`config.mk`:
```
export PLATFORM = sky130hd
export DESIGN_NAME = axi_rd_arbiter
export DESIGN_NICKNAME = d
export VERILOG_FILES = /design/src/rtl/axi_rd_arbiter.sv
export SDC_FILE = /design/constraint.sdc
export NUM_CORES = 1
export LEC_CHECK = 0
export BUFFER_PORTS_ARGS = -buffer_cell sky130_fd_sc_hd__buf_2
export CAP_MARGIN = 20
export CORE_MARGIN = 2
export CORE_UTILIZATION = 48
export CTS_CLUSTER_SIZE = 10
export DETAILED_ROUTE_END_ITERATION = 8
export PLACE_DENSITY = 0.9
export RECOVER_POWER = 50
export SKIP_LAST_GASP = 1
export SYNTH_ARGS = -nofsm -noshare
export SYNTH_HDL_FRONTEND = slang
export SYNTH_SLANG_ARGS = --single-unit
```
`constraint.sdc`:
```
create_clock -name clk -period 2.15 [get_ports clk]
set_input_delay 0.645 -clock clk [delete_from_list [all_inputs] [get_ports clk]]
set_output_delay 0.645 -clock clk [all_outputs]
set_load 0.1 [all_outputs]
```
`src/rtl/axi_rd_arbiter.sv`:
```
// axi_rd_arbiter: round-robin sharing of one AXI-style read channel pair (AR/R) among NREQ clients.
// Optional idle-beat watchdog is compiled in when RD_TIMEOUT_EN is defined (limit TMO_CYC cycles).
module axi_rd_arbiter #(
  parameter int unsigned NREQ    = 2,
  parameter int unsigned TMO_CYC = 255
) (
  input  logic              clk,
  input  logic              rst,
  input  logic [NREQ-1:0]   req,
  input  logic [NREQ*8-1:0] req_addr,
  input  logic [NREQ*4-1:0] req_len,
  output logic [NREQ-1:0]   gnt,
  output logic [NREQ-1:0]   done,
  output logic              err,
  output logic [NREQ-1:0]   cl_rvalid,
  output logic [7:0]        cl_rdata,
  output logic              cl_rresp,
  output logic              ARVALID,
  input  logic              ARREADY,
  output logic [7:0]        ARADDR,
  output logic [3:0]        ARLEN,
  output logic [3:0]        ARID,
  input  logic              RVALID,
  output logic              RREADY,
  input  logic [7:0]        RDATA,
  input  logic              RRESP,
  input  logic              RLAST
);
  localparam int unsigned IW = (NREQ > 2) ? 2 : 1;

  typedef enum logic [1:0] {S_IDLE, S_ADDR, S_DATA} state_e;

  if (NREQ < 2 || NREQ > 4 || TMO_CYC < 1 || TMO_CYC > 255) begin : g_bad_param
    $error("axi_rd_arbiter: NREQ must be 2..4 and TMO_CYC 1..255");
  end

  logic [7:0] addr_a [NREQ];
  logic [3:0] len_a  [NREQ];

  for (genvar g = 0; g < NREQ; g++) begin : g_unpack
    assign addr_a[g] = req_addr[8*g +: 8];
    assign len_a[g]  = req_len[4*g +: 4];
  end

  state_e          state_q, state_d;
  logic [IW-1:0]   rr_q, rr_d;
  logic [NREQ-1:0] gnt_q, gnt_d, done_q, done_d, cl_rvalid_q, cl_rvalid_d;
  logic            err_q, err_d, cl_rresp_q, cl_rresp_d;
  logic [7:0]      cl_rdata_q, cl_rdata_d, araddr_q, araddr_d;
  logic            arvalid_q, arvalid_d, rready_q, rready_d;
  logic [3:0]      arlen_q, arlen_d, arid_q, arid_d;
  logic [4:0]      beat_cnt_q, beat_cnt_d;
  logic            rerr_q, rerr_d;
`ifdef RD_TIMEOUT_EN
  logic [7:0]      tmo_q, tmo_d;
`endif

  // First requester strictly after the last winner, wrapping.
  int unsigned   cand;
  logic [IW-1:0] cand_idx, pick;
  logic          found;
  always_comb begin
    cand     = 0;
    cand_idx = '0;
    pick     = '0;
    found    = 1'b0;
    for (int unsigned off = 1; off <= NREQ; off++) begin
      cand     = (32'(rr_q) + off) % NREQ;
      cand_idx = cand[IW-1:0];
      if (!found && req[cand_idx]) begin
        found = 1'b1;
        pick  = cand_idx;
      end
    end
  end

  logic [IW-1:0] k;
  assign k = arid_q[IW-1:0];

  always_comb begin
    state_d     = state_q;
    rr_d        = rr_q;
    gnt_d       = gnt_q;
    done_d      = '0;
    err_d       = 1'b0;
    cl_rvalid_d = '0;
    cl_rdata_d  = cl_rdata_q;
    cl_rresp_d  = cl_rresp_q;
    arvalid_d   = arvalid_q;
    araddr_d    = araddr_q;
    arlen_d     = arlen_q;
    arid_d      = arid_q;
    rready_d    = rready_q;
    beat_cnt_d  = beat_cnt_q;
    rerr_d      = rerr_q;
`ifdef RD_TIMEOUT_EN
    tmo_d       = tmo_q;
`endif
    case (state_q)
      S_IDLE: begin
        if (found) begin
          gnt_d       = '0;
          gnt_d[pick] = 1'b1;
          araddr_d    = addr_a[pick];
          arlen_d     = len_a[pick];
          arid_d      = 4'(pick);
          arvalid_d   = 1'b1;
          rr_d        = pick;
          rerr_d      = 1'b0;
          state_d     = S_ADDR;
`ifdef RD_TIMEOUT_EN
          tmo_d       = '0;
`endif
        end
      end
      S_ADDR: begin
        if (ARREADY) begin
          arvalid_d  = 1'b0;
          rready_d   = 1'b1;
          beat_cnt_d = '0;
          state_d    = S_DATA;
`ifdef RD_TIMEOUT_EN
          tmo_d      = '0;
        end else if (tmo_q == 8'(TMO_CYC - 1)) begin
          arvalid_d  = 1'b0;
          gnt_d      = '0;
          done_d[k]  = 1'b1;
          err_d      = 1'b1;
          state_d    = S_IDLE;
        end else begin
          tmo_d      = tmo_q + 8'd1;
`endif
        end
      end
      S_DATA: begin
        if (RVALID) begin
          cl_rvalid_d[k] = 1'b1;
          cl_rdata_d     = RDATA;
          cl_rresp_d     = RRESP;
          rerr_d         = rerr_q | RRESP;
          beat_cnt_d     = (beat_cnt_q == 5'd31) ? beat_cnt_q : beat_cnt_q + 5'd1;
`ifdef RD_TIMEOUT_EN
          tmo_d          = '0;
`endif
          // beat_cnt_q counts beats before this one, so a well-formed RLAST sees it equal ARLEN
          if (RLAST) begin
            rready_d  = 1'b0;
            gnt_d     = '0;
            done_d[k] = 1'b1;
            err_d     = (beat_cnt_q != {1'b0, arlen_q}) | rerr_q | RRESP;
            state_d   = S_IDLE;
          end
`ifdef RD_TIMEOUT_EN
        end else if (tmo_q == 8'(TMO_CYC - 1)) begin
          rready_d  = 1'b0;
          gnt_d     = '0;
          done_d[k] = 1'b1;
          err_d     = 1'b1;
          state_d   = S_IDLE;
        end else begin
          tmo_d     = tmo_q + 8'd1;
`endif
        end
      end
      default: state_d = S_IDLE;
    endcase
  end

  always_ff @(posedge clk or negedge rst) begin
    if (!rst) begin
      state_q     <= S_IDLE;
      rr_q        <= IW'(NREQ - 1);
      gnt_q       <= '0;
      done_q      <= '0;
      err_q       <= 1'b0;
      cl_rvalid_q <= '0;
      cl_rdata_q  <= '0;
      cl_rresp_q  <= 1'b0;
      arvalid_q   <= 1'b0;
      araddr_q    <= '0;
      arlen_q     <= '0;
      arid_q      <= '0;
      rready_q    <= 1'b0;
      beat_cnt_q  <= '0;
      rerr_q      <= 1'b0;
`ifdef RD_TIMEOUT_EN
      tmo_q       <= '0;
`endif
    end else begin
      state_q     <= state_d;
      rr_q        <= rr_d;
      gnt_q       <= gnt_d;
      done_q      <= done_d;
      err_q       <= err_d;
      cl_rvalid_q <= cl_rvalid_d;
      cl_rdata_q  <= cl_rdata_d;
      cl_rresp_q  <= cl_rresp_d;
      arvalid_q   <= arvalid_d;
      araddr_q    <= araddr_d;
      arlen_q     <= arlen_d;
      arid_q      <= arid_d;
      rready_q    <= rready_d;
      beat_cnt_q  <= beat_cnt_d;
      rerr_q      <= rerr_d;
`ifdef RD_TIMEOUT_EN
      tmo_q       <= tmo_d;
`endif
    end
  end

  assign gnt       = gnt_q;
  assign done      = done_q;
  assign err       = err_q;
  assign cl_rvalid = cl_rvalid_q;
  assign cl_rdata  = cl_rdata_q;
  assign cl_rresp  = cl_rresp_q;
  assign ARVALID   = arvalid_q;
  assign ARADDR    = araddr_q;
  assign ARLEN     = arlen_q;
  assign ARID      = arid_q;
  assign RREADY    = rready_q;

endmodule

```
==> results.yml, run 1 <==
run_status:
  status: "complete, no violations"
clock_network:
  clockBufferDepth: 2
  postCtsHoldBufs: 0
  cts_tree: "yes"
  htreeDepth: 2
  insertion_delay_ns: 0.29
  path_clk_slew_ns: 0.07
  clockRootBuffer: "clkbuf_8"
  cts_num_sinks: 40
  cts_resized: 0
  cts_buffers: 5
  cts_setup_buffers: 0
route:
  first_iter_violations: 67
  finalWirelength_um: 3900
  via_per_inst: 5.18
  dr.pass1.iters: 4
  vias: 1488
  drc: 0
  ant_nets: 0
  wl_per_cell_um: 13.6
worst_setup_path:
  arrival_ns: 2.20
  r2r-start: "beat_cnt_q[0]"
  rr_worst_depth: 6
  r2r-end: "beat_cnt_q[3]"
  crit_type: "reg2reg"
  required_ns: 2.39
  cp_max_fo: 6
  r2r_setup_slack_ns: 0.19
  end_kind: "flip-flop"
  worstSetupStartpointType: "flip-flop"
sta:
  max_slew_margin_pct: 33.4
  drv_slew: 0
  final.setup.worst_slack_ns: 0.190
  fin_crit_sh_pct: 91.2
  timing.fmax_ghz: 0.510
  fin_crit_ns: 1.96
  finalHoldViolations: 0
  setup_viol: 0
  setup_tns_ns: 0
  holdWs_ns: 0.486
  rsz0062_at_grt: "no"
  finClkSkew_ns: 0.00263
  worst_slew_pin_slew_ns: 0.998
worst_hold_path:
  min_path_type: "in2async"
synth:
  synthArstFlopShare_pct: 100
  synth_xor_area_share_pct: 1.91
  synth_common_cells: "dfrtp_1 (39), o21ai_1 (27), mux2i_1 (14), nand2_1 (14), mux2_1 (9)"
  synth_top_flop_cell: "dfrtp_1"
  synth.top_cell.area_share_pct: 53.3
  yosys_register_bits: 40
  yosysMostFrequentCell: "dfrtp_1"
  ys_types: 36
  synthSimpleGateAreaFrac_pct: 11.4
  synth_area_um2: 1830
  yosysTopAreaCell: "dfrtp_1"
  synth-compound-area-share_pct: 13.1
  synthAdderAreaFrac_pct: 1.37
  synth_top_family_by_area: "multiplexers"
  yosysWarnings: 0
  synthTopCellsByArea: "dfrtp_1 (53%), mux2i_1 (7.7%), o21ai_1 (7.4%), mux2_1 (5.5%), nand2_1 (2.9%)"
  synth_cells: 164
  synth-edff-count: 0
  synth.area.mux_share_pct: 13.2
  ys_seq_area_share_pct: 54.8
  syn_avg_cell_area_um2: 11.2
die:
  die_w_um: 65.8
  initial_utilization_pct: 50.0
  dieHeight_um: 65.8
  die_area_um2: 4320
  core.rowCount: 22
  ioPinCount: 74
  core_um2: 3660
layout:
  final_area_um2: 2310
  final_nets: 280
  area_growth_pct: 26.1
  insertedDiodeCount: 0
  layout-drive-gt1-share_pct: 33.9
global_route:
  antenna_found_initial: 0
  grt_pass1_wl_um: 6580
  grt_remaining_overflow: 0
  grt_max_degree: 22
  grt_pass1_vias: 1480
  gr-usage-all-layers_pct: 20.2
job:
  maxCapViolCount: 0
place:
  place_ws_ns: 0.229
  place_congestion: 0.858
  io_buffers: 70
  placed_cell_area_um2: 2240
  dpl.hpwl_um: 3020
[critical path, stage by stage, from the launching register on]
cell and delay, ns:
dfrtp_1 0.43, ha_1 0.24, and3_1 0.17, ha_1 0.20
nand4bb_4 0.27, or4b_1 0.52, nand2_1 0.08
[metal layers]
layer / global-route usage, % / wire length, um / vias up
li1: - / - / 721
met1: 24.2 / 1620 / 682
met2: 34.0 / 1870 / 79
met3: 6.68 / 356 / 6
met4: 7.29 / 57 / 0
met5: 0 / 0 / -
[sequential cells by signal, summed over array words and instances, names as in the netlist, 2 cells and up]
signal	cells
done	2
ARADDR	8
cl_rdata	8
ARLEN	4
beat_cnt_q	5
state_q	2
gnt	2
cl_rvalid	2
[through the flow]
stage / instances / utilization (%)
after global placement: 279 / 61.2
after global routing: 287 / 63.1
after floorplan: 166 / -
after detailed placement: 279 / 61.2
final: 287 / 63.1
after CTS: 287 / 63.7
[logic make-up (layout without fill, tap and decap cells)]
kind of cell | after synthesis | count (layout)
adders and majority gates | 2 | 2
muxes | 23 | 23
AOI/OAI and AO/OA | 42 | 42
DFF | 40 | 40
xor gates and xnor gates | 4 | 4
buffers and inverters | 14 | 87
other | 1 | 3
and+or+nand+nor | 38 | 38
[how the worst max path moves through the flow]
stage	slack, ns	end	start	cells past startpoint
floorplan	0.34	beat_cnt_q[3]	beat_cnt_q[0]	6
global placement	0.30	beat_cnt_q[3]	beat_cnt_q[0]	6
detailed placement	0.23	beat_cnt_q[3]	beat_cnt_q[0]	6
CTS	0.22	beat_cnt_q[3]	beat_cnt_q[0]	6
global route	0.09	beat_cnt_q[3]	beat_cnt_q[0]	6
finish	0.19	beat_cnt_q[3]	beat_cnt_q[0]	6
[layout make-up]
class,count,area (um^2)
Fill cell,305,1350
Sequential cell,40,1000
Multi-Input combinational cell,112,762
Timing Repair Buffer,75,375
Clock buffer,7,86.3
Tap cell,48,60.1
Inverter,4,15.0
Clock inverter,1,7.51
[layout by cell type (no fill, tap or decap), types with 3 or more instances in the layout]
cell	instances
mux2_1	9
dfrtp_1	39
o21ai_0	5
nor2_1	8
xnor2_1	3
nand3_1	5
o21ai_1	22
inv_1	4
clkbuf_8	6
buf_2	68
clkbuf_1	5
a21oi_1	5
mux2i_1	14
nand2_1	14
conb_1	3
Power of run 1 is not shown: default switching activity piles up to over one toggle a cycle in this logic, so the estimate is an artifact.
==> run 2, diff against run 1 <==
--- a/config.mk
+++ b/config.mk
@@ -8,10 +8,12 @@
 export BUFFER_PORTS_ARGS = -buffer_cell sky130_fd_sc_hd__buf_2
 export CAP_MARGIN = 20
 export CORE_MARGIN = 2
-export CORE_UTILIZATION = 48
+export CORE_UTILIZATION = 50
+export CTS_BUF_LIST = sky130_fd_sc_hd__clkbuf_2
 export CTS_CLUSTER_SIZE = 10
 export DETAILED_ROUTE_END_ITERATION = 8
-export PLACE_DENSITY = 0.9
+export GPL_ROUTABILITY_DRIVEN = 0
+export PLACE_DENSITY = 0.93
 export RECOVER_POWER = 50
 export SKIP_LAST_GASP = 1
 export SYNTH_ARGS = -nofsm -noshare
==> results.yml, run 2 (synthesized netlist as in run 1, its figures left out) <==
sta:
  timing.fmax_ghz: 0.510
  max_slew_margin_pct: 38.0
  finalHoldViolations: 0
  fin_crit_ns: 1.96
  drv_slew: 0
  setup_tns_ns: 0
  worst_slew_pin_slew_ns: 0.930
  setup_viol: 0
  finClkSkew_ns: 0.0202
  rsz0062_at_grt: "no"
  fin_crit_sh_pct: 91.3
clock_network:
  cts_tree: "yes"
  clockBufferDepth: 2
  cts_resized: 0
  cts_num_sinks: 40
  path_clk_slew_ns: 0.19
  cts_setup_buffers: 0
  postCtsHoldBufs: 0
  clockRootBuffer: "clkbuf_2"
  htreeDepth: 2
  insertion_delay_ns: 0.39
  cts_buffers: 5
worst_setup_path:
  end_kind: "flip-flop"
  arrival_ns: 2.31
  crit_top_cell: "ha_1"
  crit_type: "reg2reg"
  crit_path_cell_trace: "ha_1 -> and3_1 -> ha_1 -> nand4bb_4 -> or4b_1 -> nand2_1"
  cp_slowest_cell: "or4b_1"
  cp_slowest_stage_delay_ns: 0.52
  cp_max_fo: 6
  required_ns: 2.50
  worstSetupStartpointType: "flip-flop"
place:
  io_buffers: 70
  dpl.hpwl_um: 3020
global_route:
  gr-usage-all-layers_pct: 20.4
  grt_pass1_wl_um: 6450
  antenna_found_initial: 0
  grt_max_degree: 41
  grt_remaining_overflow: 0
  grt_pass1_vias: 1468
layout:
  nFillCells: 299
  area_growth_pct: 23.3
  insertedDiodeCount: 0
  layout-drive-gt1-share_pct: 35.1
  final_nets: 280
  final_common_cell: "buf_2"
  final_cell_mix: "buf_2 (70), dfrtp_1 (39), o21ai_1 (21), nand2_1 (14), mux2i_1 (14)"
route:
  vias: 1512
  via_per_inst: 5.31
  dr.pass1.iters: 4
  ant_nets: 0
  finalWirelength_um: 3890
  first_iter_violations: 58
  wl_per_cell_um: 13.6
  drc: 0
die:
  initial_utilization_pct: 53.6
  die_area_um2: 4160
  core.rowCount: 21
  dieHeight_um: 64.5
  die_w_um: 64.5
  core_um2: 3420
  ioPinCount: 74
worst_hold_path:
  min_path_type: "in2async"
run_status:
  status: "complete, no violations"
job:
  maxCapViolCount: 0
[run 2: changes by cell type in the layout (fill, tap and decap cells not counted)]
cell and delta:
a21boi_1 +1, clkinv_1 +1, a21boi_0 -1, buf_2 +2, or2_1 -1, o21ai_0 +1, o21ai_1 -1, clkbuf_2 +5
clkbuf_1 -4, buf_4 +1, clkinvlp_4 -1, or2_0 +1, clkinv_2 +2, clkbuf_8 -6
[run 2: area by class of cell]
class                           instances  area, um^2  share of cell area [%]
Sequential cell                        40        1000                    44.4
Multi-Input combinational cell        112         762                    33.8
Timing Repair Buffer                   75         382                    16.9
Tap cell                               46        57.6                    2.55
Clock buffer                            5        25.0                    1.11
Inverter                                4        15.0                   0.665
Clock inverter                          3        13.8                   0.610
[run 2: layer usage]
metal | track usage [%] | wire (um) | part of all wire, %
met3 | 6.77 | 259 | 6.7
met1 | 24.2 | 1640 | 42
met5 | 0 | 0 | 0
met2 | 35.2 | 1930 | 50
met4 | 6.38 | 57 | 1.5
[run 2: path summary, 6_finish.rpt]
check,cells past startpoint,endpoint,slack [ns],start
max in group asynchronous,2,ARID[0],1.12,rst
min in group clk,2,cl_rdata[7],0.45,RDATA[7]
max reg2reg,6,beat_cnt_q[3],0.19,beat_cnt_q[0]
min,2,ARVALID,0.43,rst
max,6,beat_cnt_q[3],0.19,beat_cnt_q[0]
min reg2reg,1,cl_rvalid[0],0.50,ARID[0]
[run 2: per-stage QoR]
step | utilization, % | hold slack, ns | area [um^2] | instances | setup slack [ns]
finish | 66.1 | 0.432 | 2260 | 285 | 0.188
global route | 66.1 | 0.395 | 2260 | 285 | 0.106
CTS | 66.6 | 0.166 | 2280 | 285 | 0.182
detailed placement | 65.5 | 0.476 | 2240 | 277 | 0.235
global placement | 65.5 | 0.461 | 2240 | 277 | 0.305
floorplan | - | 0.349 | 1840 | 166 | 0.344
[run 2: worst max-delay path, delay by kind of cell, from the launching register on]
kind	cells	cell delay (ns)
and+or+nand+nor	4	1.02
DFF	1	0.48
adders and majority gates	2	0.43
Power of run 2 is left out for the same reason.
==> run 3, diff against run 2 <==
==> constraint.sdc (replaced) <==
create_clock -name clk -period 2.08 [get_ports clk]
set_input_delay 0.624 -clock clk [delete_from_list [all_inputs] [get_ports clk]]
set_output_delay 0.624 -clock clk [all_outputs]
set_load 0.1 [all_outputs]
==> results.yml, run 3 (synthesized netlist as in run 1, its figures left out) <==
clock_network:
  clockRootBuffer: "clkbuf_2"
  cts_num_sinks: 40
  cts_setup_buffers: 0
  postCtsHoldBufs: 0
  cts_resized: 0
  htreeDepth: 2
  path_clk_slew_ns: 0.21
  cts_buffers: 5
  clockBufferDepth: 2
  insertion_delay_ns: 0.41
  cts_tree: "yes"
layout:
  final_core_utilization_pct: 67.2
  final_cell_mix: "buf_2 (69), dfrtp_1 (39), o21ai_1 (23), nand2_1 (14), mux2i_1 (14)"
  final_common_cell: "buf_2"
  final_nets: 281
  layout-drive-gt1-share_pct: 34.6
  insertedDiodeCount: 0
  area_growth_pct: 25.4
place:
  dpl.hpwl_um: 3220
  io_buffers: 70
global_route:
  grt_pass1_wl_um: 6780
  met1_usage_pct: 25.2
  gr-usage-all-layers_pct: 21.5
  grt_busiest_layer: "met2"
  grt_max_degree: 23
  grt_remaining_overflow: 0
  grt_use_met3_pct: 6.08
  grt_pass1_vias: 1533
  antenna_found_initial: 0
  gr-usage-met2_pct: 37.6
worst_setup_path:
  crit_type: "reg2out"
  worstSetupStartpointType: "flip-flop"
  r2r-end: "beat_cnt_q[3]"
  startpoint: "ARLEN[2]"
  r2r_setup_slack_ns: 0.16
  cp_slowest_stage_delay_ns: 0.46
  required_ns: 1.46
  cp_max_fo: 3
  critPathTopFamily: "flip-flops"
  cp_slowest_cell: "dfrtp_1"
  path_buf_inv: 1
  rr_worst_depth: 6
  crit_path_cell_trace: "buf_2"
  arrival_ns: 1.33
  r2r-start: "beat_cnt_q[0]"
  end_kind: "primary output"
  endpoint: "ARLEN[2]"
  path_depth: 1
sta:
  worst_slew_pin_slew_ns: 0.965
  setup_tns_ns: 0
  drv_slew: 0
  rsz0062_at_grt: "no"
  timing.fmax_ghz: 0.513
  finClkSkew_ns: 0.0235
  fin_crit_ns: 1.95
  finalHoldViolations: 0
  holdWs_ns: 0.296
  max_slew_margin_pct: 35.5
  setup_viol: 0
  fin_crit_sh_pct: 93.8
route:
  drc: 0
  first_iter_violations: 108
  dr.pass1.iters: 4
  finalWirelength_um: 4140
  ant_nets: 0
  vias: 1519
  wl_per_cell_um: 14.5
  via_per_inst: 5.31
die:
  core_um2: 3420
  die_w_um: 64.5
  initial_utilization_pct: 53.6
  core.rowCount: 21
  ioPinCount: 74
  dieHeight_um: 64.5
  die_area_um2: 4160
worst_hold_path:
  min_path_type: "in2async"
job:
  maxCapViolCount: 0
run_status:
  status: "complete, no violations"
==> run 3: layer usage <==
metal  share of wire, %  up-vias
li1                   -      723
met1                 41      726
met2                 51       63
met3                6.1        7
met4                1.4        0
met5                  0        -
==> run 3: how the worst min path moves through the flow <==
stage	startpoint	to	slack [ns]	cells after the start
after floorplan	rst	ARADDR[0]	0.33	0
after global placement	ARVALID	ARVALID	0.46	2
after detailed placement	cl_rdata[5]	cl_rdata[5]	0.48	1
after CTS	rst	gnt[1]	0.12	1
after global routing	rst	gnt[1]	0.35	1
final	rst	gnt[1]	0.30	1
==> run 3: through the flow <==
stage                     setup slack, ns  cell area (um^2)  instances
after floorplan                     0.274              1840        166
after global placement              0.236              2240        278
after detailed placement            0.195              2240        278
after CTS                           0.130              2310        286
after global routing               0.0369              2300        286
final                               0.129              2300        286
==> run 3: area by class of cell <==
cell class | instances | area (um^2)
Timing Repair Buffer | 76 | 392
Inverter | 4 | 15.0
Sequential cell | 40 | 1000
Clock inverter | 3 | 42.5
Multi-Input combinational cell | 112 | 762
Tap cell | 46 | 57.6
Clock buffer | 5 | 25.0
Fill cell | 294 | 1120
Power of run 3 is left out for the same reason.
